File: src/rtl/msrv32_fetch_sequencer.sv
// Instruction fetch sequencer: owns the fetch PC, runs a single-outstanding
// req/gnt/rvalid handshake with instruction memory and presents one word to the decoder.
module msrv32_fetch_sequencer #(
   parameter int unsigned       WIDTH     = 32,
   parameter logic [WIDTH-1:0]  BOOT_ADDR = 32'h00000000,
   parameter logic [WIDTH-1:0]  NOP_INSTR = 32'h00000013
) (
   input  logic              ms_riscv32_mp_clk_in,
   input  logic              ms_riscv32_mp_rst_in,
   output logic              imem_req_out,
   output logic [WIDTH-1:0]  imem_addr_out,
   input  logic              imem_gnt_in,
   input  logic              imem_rvalid_in,
   input  logic [WIDTH-1:0]  imem_rdata_in,
   input  logic              redirect_in,
   input  logic [WIDTH-1:0]  redirect_pc_in,
   input  logic              stall_in,
   output logic [WIDTH-1:0]  instr_out,
   output logic [WIDTH-1:0]  pc_out,
   output logic              instr_valid_out,
   output logic              flush_out
);

   typedef enum logic [1:0] {
      RST_S   = 2'd0,
      REQ_S   = 2'd1,
      WAIT_S  = 2'd2,
      VALID_S = 2'd3
   } fetch_state_t;

   localparam logic [WIDTH-1:0] ALIGN_MASK = ~{{(WIDTH-2){1'b0}}, 2'b11};
   localparam logic [WIDTH-1:0] PC_STEP    = {{(WIDTH-3){1'b0}}, 3'd4};

   fetch_state_t      state, state_nxt;
   logic [WIDTH-1:0]  fetch_pc, fetch_pc_nxt;
   logic              kill, kill_nxt;
   logic [WIDTH-1:0]  instr_nxt, pc_nxt;
   logic              valid_nxt;
   logic [WIDTH-1:0]  redirect_target;

   assign redirect_target = redirect_pc_in & ALIGN_MASK;
   assign imem_addr_out   = fetch_pc;
   assign flush_out       = ~instr_valid_out;
   // Request is suppressed while reset is held so nothing is issued before RST_S is entered.
   assign imem_req_out    = (state == REQ_S) && !ms_riscv32_mp_rst_in;

   // NOTE: sequential state uses non-blocking assignments so every register samples pre-edge values.
   always_ff @(posedge ms_riscv32_mp_clk_in) begin
      if (ms_riscv32_mp_rst_in) begin
         state           <= RST_S;
         fetch_pc        <= BOOT_ADDR;
         kill            <= 1'b0;
         instr_out       <= NOP_INSTR;
         pc_out          <= BOOT_ADDR;
         instr_valid_out <= 1'b0;
      end else begin
         state           <= state_nxt;
         fetch_pc        <= fetch_pc_nxt;
         kill            <= kill_nxt;
         instr_out       <= instr_nxt;
         pc_out          <= pc_nxt;
         instr_valid_out <= valid_nxt;
      end
   end

   // NOTE: every combinational output gets a hold default first, so no path can infer a latch.
   always_comb begin
      state_nxt    = state;
      fetch_pc_nxt = fetch_pc;
      kill_nxt     = kill;
      instr_nxt    = instr_out;
      pc_nxt       = pc_out;
      valid_nxt    = instr_valid_out;

      unique case (state)
         RST_S: begin
            state_nxt = REQ_S;
         end

         REQ_S: begin
            if (imem_gnt_in) state_nxt = WAIT_S;
            if (redirect_in) begin
               fetch_pc_nxt = redirect_target;
               instr_nxt    = NOP_INSTR;
               valid_nxt    = 1'b0;
               // A granted old-address request is still in flight; its response must be dropped.
               if (imem_gnt_in) kill_nxt = 1'b1;
            end
         end

         WAIT_S: begin
            if (redirect_in) begin
               fetch_pc_nxt = redirect_target;
               instr_nxt    = NOP_INSTR;
               valid_nxt    = 1'b0;
               if (imem_rvalid_in) begin
                  kill_nxt  = 1'b0;
                  state_nxt = REQ_S;
               end else begin
                  kill_nxt  = 1'b1;
               end
            end else if (imem_rvalid_in) begin
               if (kill) begin
                  kill_nxt  = 1'b0;
                  state_nxt = REQ_S;
               end else begin
                  instr_nxt    = imem_rdata_in;
                  pc_nxt       = fetch_pc;
                  valid_nxt    = 1'b1;
                  fetch_pc_nxt = fetch_pc + PC_STEP;
                  state_nxt    = VALID_S;
               end
            end
         end

         VALID_S: begin
            if (redirect_in) begin
               fetch_pc_nxt = redirect_target;
               instr_nxt    = NOP_INSTR;
               valid_nxt    = 1'b0;
               state_nxt    = REQ_S;
            end else if (!stall_in) begin
               instr_nxt = NOP_INSTR;
               valid_nxt = 1'b0;
               state_nxt = REQ_S;
            end
         end

         default: state_nxt = RST_S;
      endcase
   end

endmodule

File: config.mk
export PLATFORM = sky130hd
export DESIGN_NAME = msrv32_fetch_sequencer
export DESIGN_NICKNAME = d
export VERILOG_FILES = /design/src/rtl/msrv32_fetch_sequencer.sv
export SDC_FILE = /design/constraint.sdc
export NUM_CORES = 1
export LEC_CHECK = 0
export BUFFER_PORTS_ARGS = -buffer_cell sky130_fd_sc_hd__buf_2
export CORE_MARGIN = 5
export CORE_UTILIZATION = 30
export CTS_CLUSTER_DIAMETER = 50
export DETAILED_ROUTE_END_ITERATION = 10
export SETUP_SLACK_MARGIN = 0.15
export SKIP_LAST_GASP = 1
export SYNTH_ARGS = -nofsm -noshare
export SYNTH_HDL_FRONTEND = slang
export SYNTH_SLANG_ARGS = --single-unit
File: constraint.sdc
create_clock -name ms_riscv32_mp_clk_in -period 4.8 [get_ports ms_riscv32_mp_clk_in]
set_clock_uncertainty 0.1 [all_clocks]
set_input_delay 0.48 -clock ms_riscv32_mp_clk_in [delete_from_list [all_inputs] [get_ports ms_riscv32_mp_clk_in]]
set_output_delay 0.48 -clock ms_riscv32_mp_clk_in [all_outputs]
set_load 0.02 [all_outputs]
# Word-level counts from Yosys, hierarchy flattened

Index checks and enable logic that the tools add are counted.

Bits in registers: 100
Bits of input ports: 70

$add $sub $neg: 1
Eq/ne operators: 10
Mux-type cells: 33
Bitwise operators: 3
Reduce and logical (&&, ||, !) cells: 12

Operator list:

| kind                                                                  | count |
|---|---|
| 32-bit two-way mux                                                    | 10 |
| 32-bit one-hot mux with 3 select lines                                | 1 |
| 32-bit one-hot mux with 2 select lines                                | 1 |
| 32-bit by 3-bit adder with 32-bit output, second input constant       | 1 |
| 2-bit two-way mux                                                     | 7 |
| 4-bit AND reduction                                                   | 3 |
| 1-bit two-way mux                                                     | 11 |
| 3-bit != test, second input constant                                  | 3 |
| 2-bit one-hot mux with 4 select lines                                 | 1 |
| 2-bit != test, second input constant                                  | 3 |
| 5-bit AND reduction                                                   | 1 |
| 2-bit equality test, second input constant                            | 2 |
| 2-bit nonzero test                                                    | 2 |
| 1-bit inverter                                                        | 3 |
| 1-bit one-hot mux with 3 select lines                                 | 1 |
| 3-bit AND reduction                                                   | 1 |
| 3-bit nonzero test                                                    | 1 |
| 2-bit by 1-bit equality test with 1-bit output, second input constant | 1 |
| 2-bit logical NOT                                                     | 1 |
| 2-bit by 1-bit != test with 1-bit output, second input constant       | 1 |
| 1-bit one-hot mux with 2 select lines                                 | 1 |
| 2-bit OR reduction                                                    | 1 |
| 1-bit logical AND                                                     | 1 |
| 1-bit logical NOT                                                     | 1 |

# Longest topological paths before layout

Depth after elaboration: 5
Mapped depth: 9
Mapped depth without buffers: 7

# Worst setup path after synthesis

No wires, ideal clock.

Kind: input-to-reg
From: input redirect_in
To: register fetch_pc[22] (netlist: imem_addr_out[22])
Setup time: 74 ps
Arrival time: 2020 ps
Setup slack: 2606 ps
Cell stages on the path: 6
Cells stage by stage: buf_2 > or3_1 > clkbuf_1 > or3_2 > mux2_2 > a31oi_1

Cells in the longest elaborated chain, start to end: 2
Elaborated cells on any way between the ends: 6
Those cells by class: 3 x eq/ne; 2 x mux; 1 x reduce/logical

Ends and longest elaborated chain:

| what                                                                                           | RTL line | text |
|---|---|---|
| from (decl)                                                                                    | 15       | `input logic redirect_in,` |
| 3-bit != test (no source line), or another cell as far along                                   | n/a      |  |
| 4-bit AND reduction (no source line) or 32-bit one-hot mux with 2 select lines (tied branches) | n/a      |  |
| to (signal assigned)                                                                           | 58       | `fetch_pc <= fetch_pc_nxt;` |
| to (decl)                                                                                      | 35       | `logic [WIDTH-1:0] fetch_pc, fetch_pc_nxt;` |

Several ways; a longest one is shown, not always the timed one.
A chain may end at the register's enable or synchronous reset.

# Worst setup path after layout

From: register state[1]
To: register fetch_pc[22] (netlist: imem_addr_out[22])

Cells in the longest elaborated chain, start to end: 4
Elaborated cells on any way between the ends: 10
Those cells by class: 6 x eq/ne; 1 x mux; 3 x reduce/logical

Ends and longest elaborated chain:

| what                                                                                            | RTL line | text |
|---|---|---|
| from (decl)                                                                                     | 34       | `fetch_state_t state, state_nxt;` |
| from (signal assigned)                                                                          | 57       | `state <= state_nxt;` |
| 2-bit by 1-bit equality test with 1-bit output or 2-bit equality test (tied branches)           | 75       | `unique case (state)` |
| 2-bit OR reduction (no source line)                                                             | n/a      |  |
| 2-bit by 1-bit != test with 1-bit output (no source line) or 2-bit nonzero test (tied branches) | n/a      |  |
| 4-bit AND reduction (no source line)                                                            | n/a      |  |

Several ways; a longest one is shown, not always the timed one.

==> results.py <==
metrics = {
    "run_status": {
        "outcome": "complete, no violations",
    },
    "finish": {
        "layout_common_cells": "buf_2 (162), dfxtp_1 (96), nand2_1 (93), a21oi_1 (54), a22o_1 (31)",
        "final_common_cell": "buf_2",
        "syn_to_final_growth_pct": 29.4,
        "drive_gt1_share_pct": 29.7,
        "diodes": 0,
        "instances_no_fill": 843,
        "nNetsFinal": 733,
    },
    "pwr": {
        "ir_drop_mv": 0.182,
        "clockPowerShare_pct": 39.9,
        "total_leakage_power_nw": 2.35,
        "power_density_mw_per_mm2": 339,
        "p_switching_uw": 536,
        "switching_share_pct": 28.7,
        "p_int_mw": 1.33,
        "pwr-share-comb_pct": 13.6,
        "seq_power_share_pct": 46.5,
    },
    "placed_design": {
        "gp_congestion": 0.836,
        "dpl.hpwl_um": 10400,
        "io_buffers": 162,
        "place_inst": 827,
    },
    "timing": {
        "period_share_pct": 55.0,
        "drv_slew": 0,
        "hold_viol": 0,
        "finalSetupViolCount": 0,
        "max_freq_mhz": 379,
        "relSlewSlack_pct": 26.2,
        "setup_tns_ns": 0,
        "rsz0062_at_grt": "no",
        "hold_ws_ns": 0.243,
        "fin_crit_ns": 2.64,
        "worst_slew_pin_slew_ns": 1.10,
    },
    "detailed_routing": {
        "vias": 4360,
        "first_pass_iters": 5,
        "antenna_left": 0,
        "routed_wirelength_um": 14100,
        "avgViaCountPerCell": 5.17,
        "drc_errors": 0,
        "drt-initial-drc-count": 284,
        "wl_per_cell_um": 16.7,
    },
    "worst_setup_path": {
        "required_ns": 4.97,
        "path_cells": "inv_1, ha_1, or3_1, buf_4, or3_2, mux2_2, a31oi_1",
        "crit_start": "state[1]",
        "reg2reg_from": "state[1]",
        "endpoint_kind": "flop",
        "crit_slowest_cell": "or3_1",
        "critPathTopFamily": "simple AND/OR/NAND/NOR gates",
        "cpPeakStageDelay_ns": 0.55,
        "cp.arrival_ns": 2.81,
        "path_buf_inv": 2,
        "critPathKind": "reg -> reg",
        "critPathLaunchType": "flop",
        "worstPathMaxFanout": 25,
    },
    "clock_network": {
        "cts-buffers-inserted": 9,
        "clkLatencyLatePin_ns": 0.34,
        "clockBufferDepth": 2,
        "hold_buffers": 0,
        "cts_resized": 0,
        "path_clk_slew_ns": 0.07,
        "clkSinkCount": 96,
        "cts_root_buf": "clkbuf_16",
        "cts_tree": "yes",
        "postCtsSetupBuffers": 0,
        "cts.htree.levels": 3,
    },
    "min_path": {
        "hold_path.class": "in -> reg",
        "min_from": "imem_rdata_in[22]",
    },
    "global_route": {
        "first_global_vias": 4098,
        "grt_pass1_wl_um": 21900,
        "antenna_found_initial": 0,
        "overflow": 0,
        "gr-usage-all-layers_pct": 16.4,
        "grt_max_degree": 66,
    },
    "synth": {
        "yosys_warnings": 0,
        "syn_inst": 516,
        "ys_ff_latch": 96,
        "async_flop_share_pct": 0,
        "ys.flop_type": "dfxtp_1",
        "avgSynthCellArea_um2": 8.25,
        "synth-edff-count": 0,
        "ys_types": 48,
        "synth_seq_area_share_pct": 45.2,
        "synth_area_mm2": 0.00426,
    },
    "die": {
        "die_height_um": 129,
        "core_area_mm2": 0.0139,
        "start_util_pct": 30.7,
        "ios": 169,
        "die_x_um": 129,
        "row_count": 43,
        "dieArea_mm2": 0.0167,
    },
    "flow_run": {
        "max_cap_viol_count": 0,
    },
}
==> cells by family (layout without fill, tap and decap cells) <==
logic type      after synthesis  after routing  synth area share [%]
compound gates              159            159                  24.6
buf+inv                      49            193                  4.76
xor+xnor                      1              1                 0.206
other cells                   1              4                0.0881
flops                        96             96                  45.2
simple gates                196            196                  21.5
mux                           9              9                  2.21
fa+ha+maj                     5              5                  1.47
==> power groups by stage <==
stage,sequential (mW),clock (mW),combinational (mW)
after global placement,0.883,0,0.249
after CTS,0.866,0.760,0.255
after global routing,0.872,0.801,0.283
after detailed placement,0.884,0,0.254
final,0.867,0.745,0.254
after floorplan,0.895,0,0.144
==> through the flow <==
stage | area (um2) | total power, mW | util, % | setup WS, ns
after CTS | 5510 | 1.88 | 39.7 | 2.15
after detailed placement | 5200 | 1.14 | 37.5 | 2.17
after global placement | 5200 | 1.13 | 37.5 | 2.21
final | 5510 | 1.87 | 39.7 | 2.16
after global routing | 5510 | 1.96 | 39.7 | 1.98
after floorplan | 4270 | 1.04 | - | 2.61
==> worst register-to-register path, delay by kind of cell (launching register included) <==
kind / cells / cell delay, ns
multiplexers: 1 / 0.27
AO/OA/AOI/OAI: 1 / 0.15
adder cells (fa/ha/maj): 1 / 0.26
buffers and inverters: 2 / 0.40
AND/OR/NAND/NOR: 2 / 1.01
flip-flops: 1 / 0.38
==> synth_stat cells, types with 5 or more instances <==
library cell | instances | area share [%]
a21o_1 | 5 | 0.88
inv_1 | 8 | 0.71
a22oi_1 | 7 | 1.2
o22ai_1 | 8 | 1.2
buf_1 | 5 | 0.44
nor2_1 | 29 | 2.6
mux2i_1 | 6 | 1.4
dfxtp_1 | 96 | 45
a21oi_1 | 55 | 6.5
o21ai_0 | 19 | 2.2
nor3_1 | 11 | 1.3
a22o_1 | 31 | 6.4
and3_1 | 9 | 1.3
nand2b_1 | 6 | 0.88
clkbuf_1 | 29 | 2.6
a31oi_1 | 10 | 1.5
nand3_1 | 19 | 2.2
nand4_1 | 5 | 0.74
ha_1 | 5 | 1.5
nand2_1 | 93 | 8.2
==> final cells by class <==
type                    count  area, um2
fillers                  1443       8370
multi-input cells         374       2160
flip-flops and latches     96       1920
repair buffers            169        863
clock buffers              10        229
well taps                 180        225
clock inverters             6       77.6
inverters                   8       30.0
==> worst paths after layout <==
kind                        to  slack [ns]  depth (start not counted)
max reg2reg  imem_addr_out[22]        2.16                          7
max          imem_addr_out[22]        2.16                          7
min              instr_out[22]        0.24                          2
min reg2reg         pc_out[15]        0.35                          2
==> metal layers <==
metal / GRT usage [%] / routed length [um]
met2: 25.5 / 6830
met3: 3.26 / 834
met1: 22.5 / 6080
met4: 6.55 / 320
met5: 0 / 0
==> state kept, by name, indices dropped and copies added (netlist names) <==
name             flops
state                2
instr_valid_out      1
imem_addr_out       30
pc_out              30
kill                 1
instr_out           32
Power figures use the tool's default switching activity.
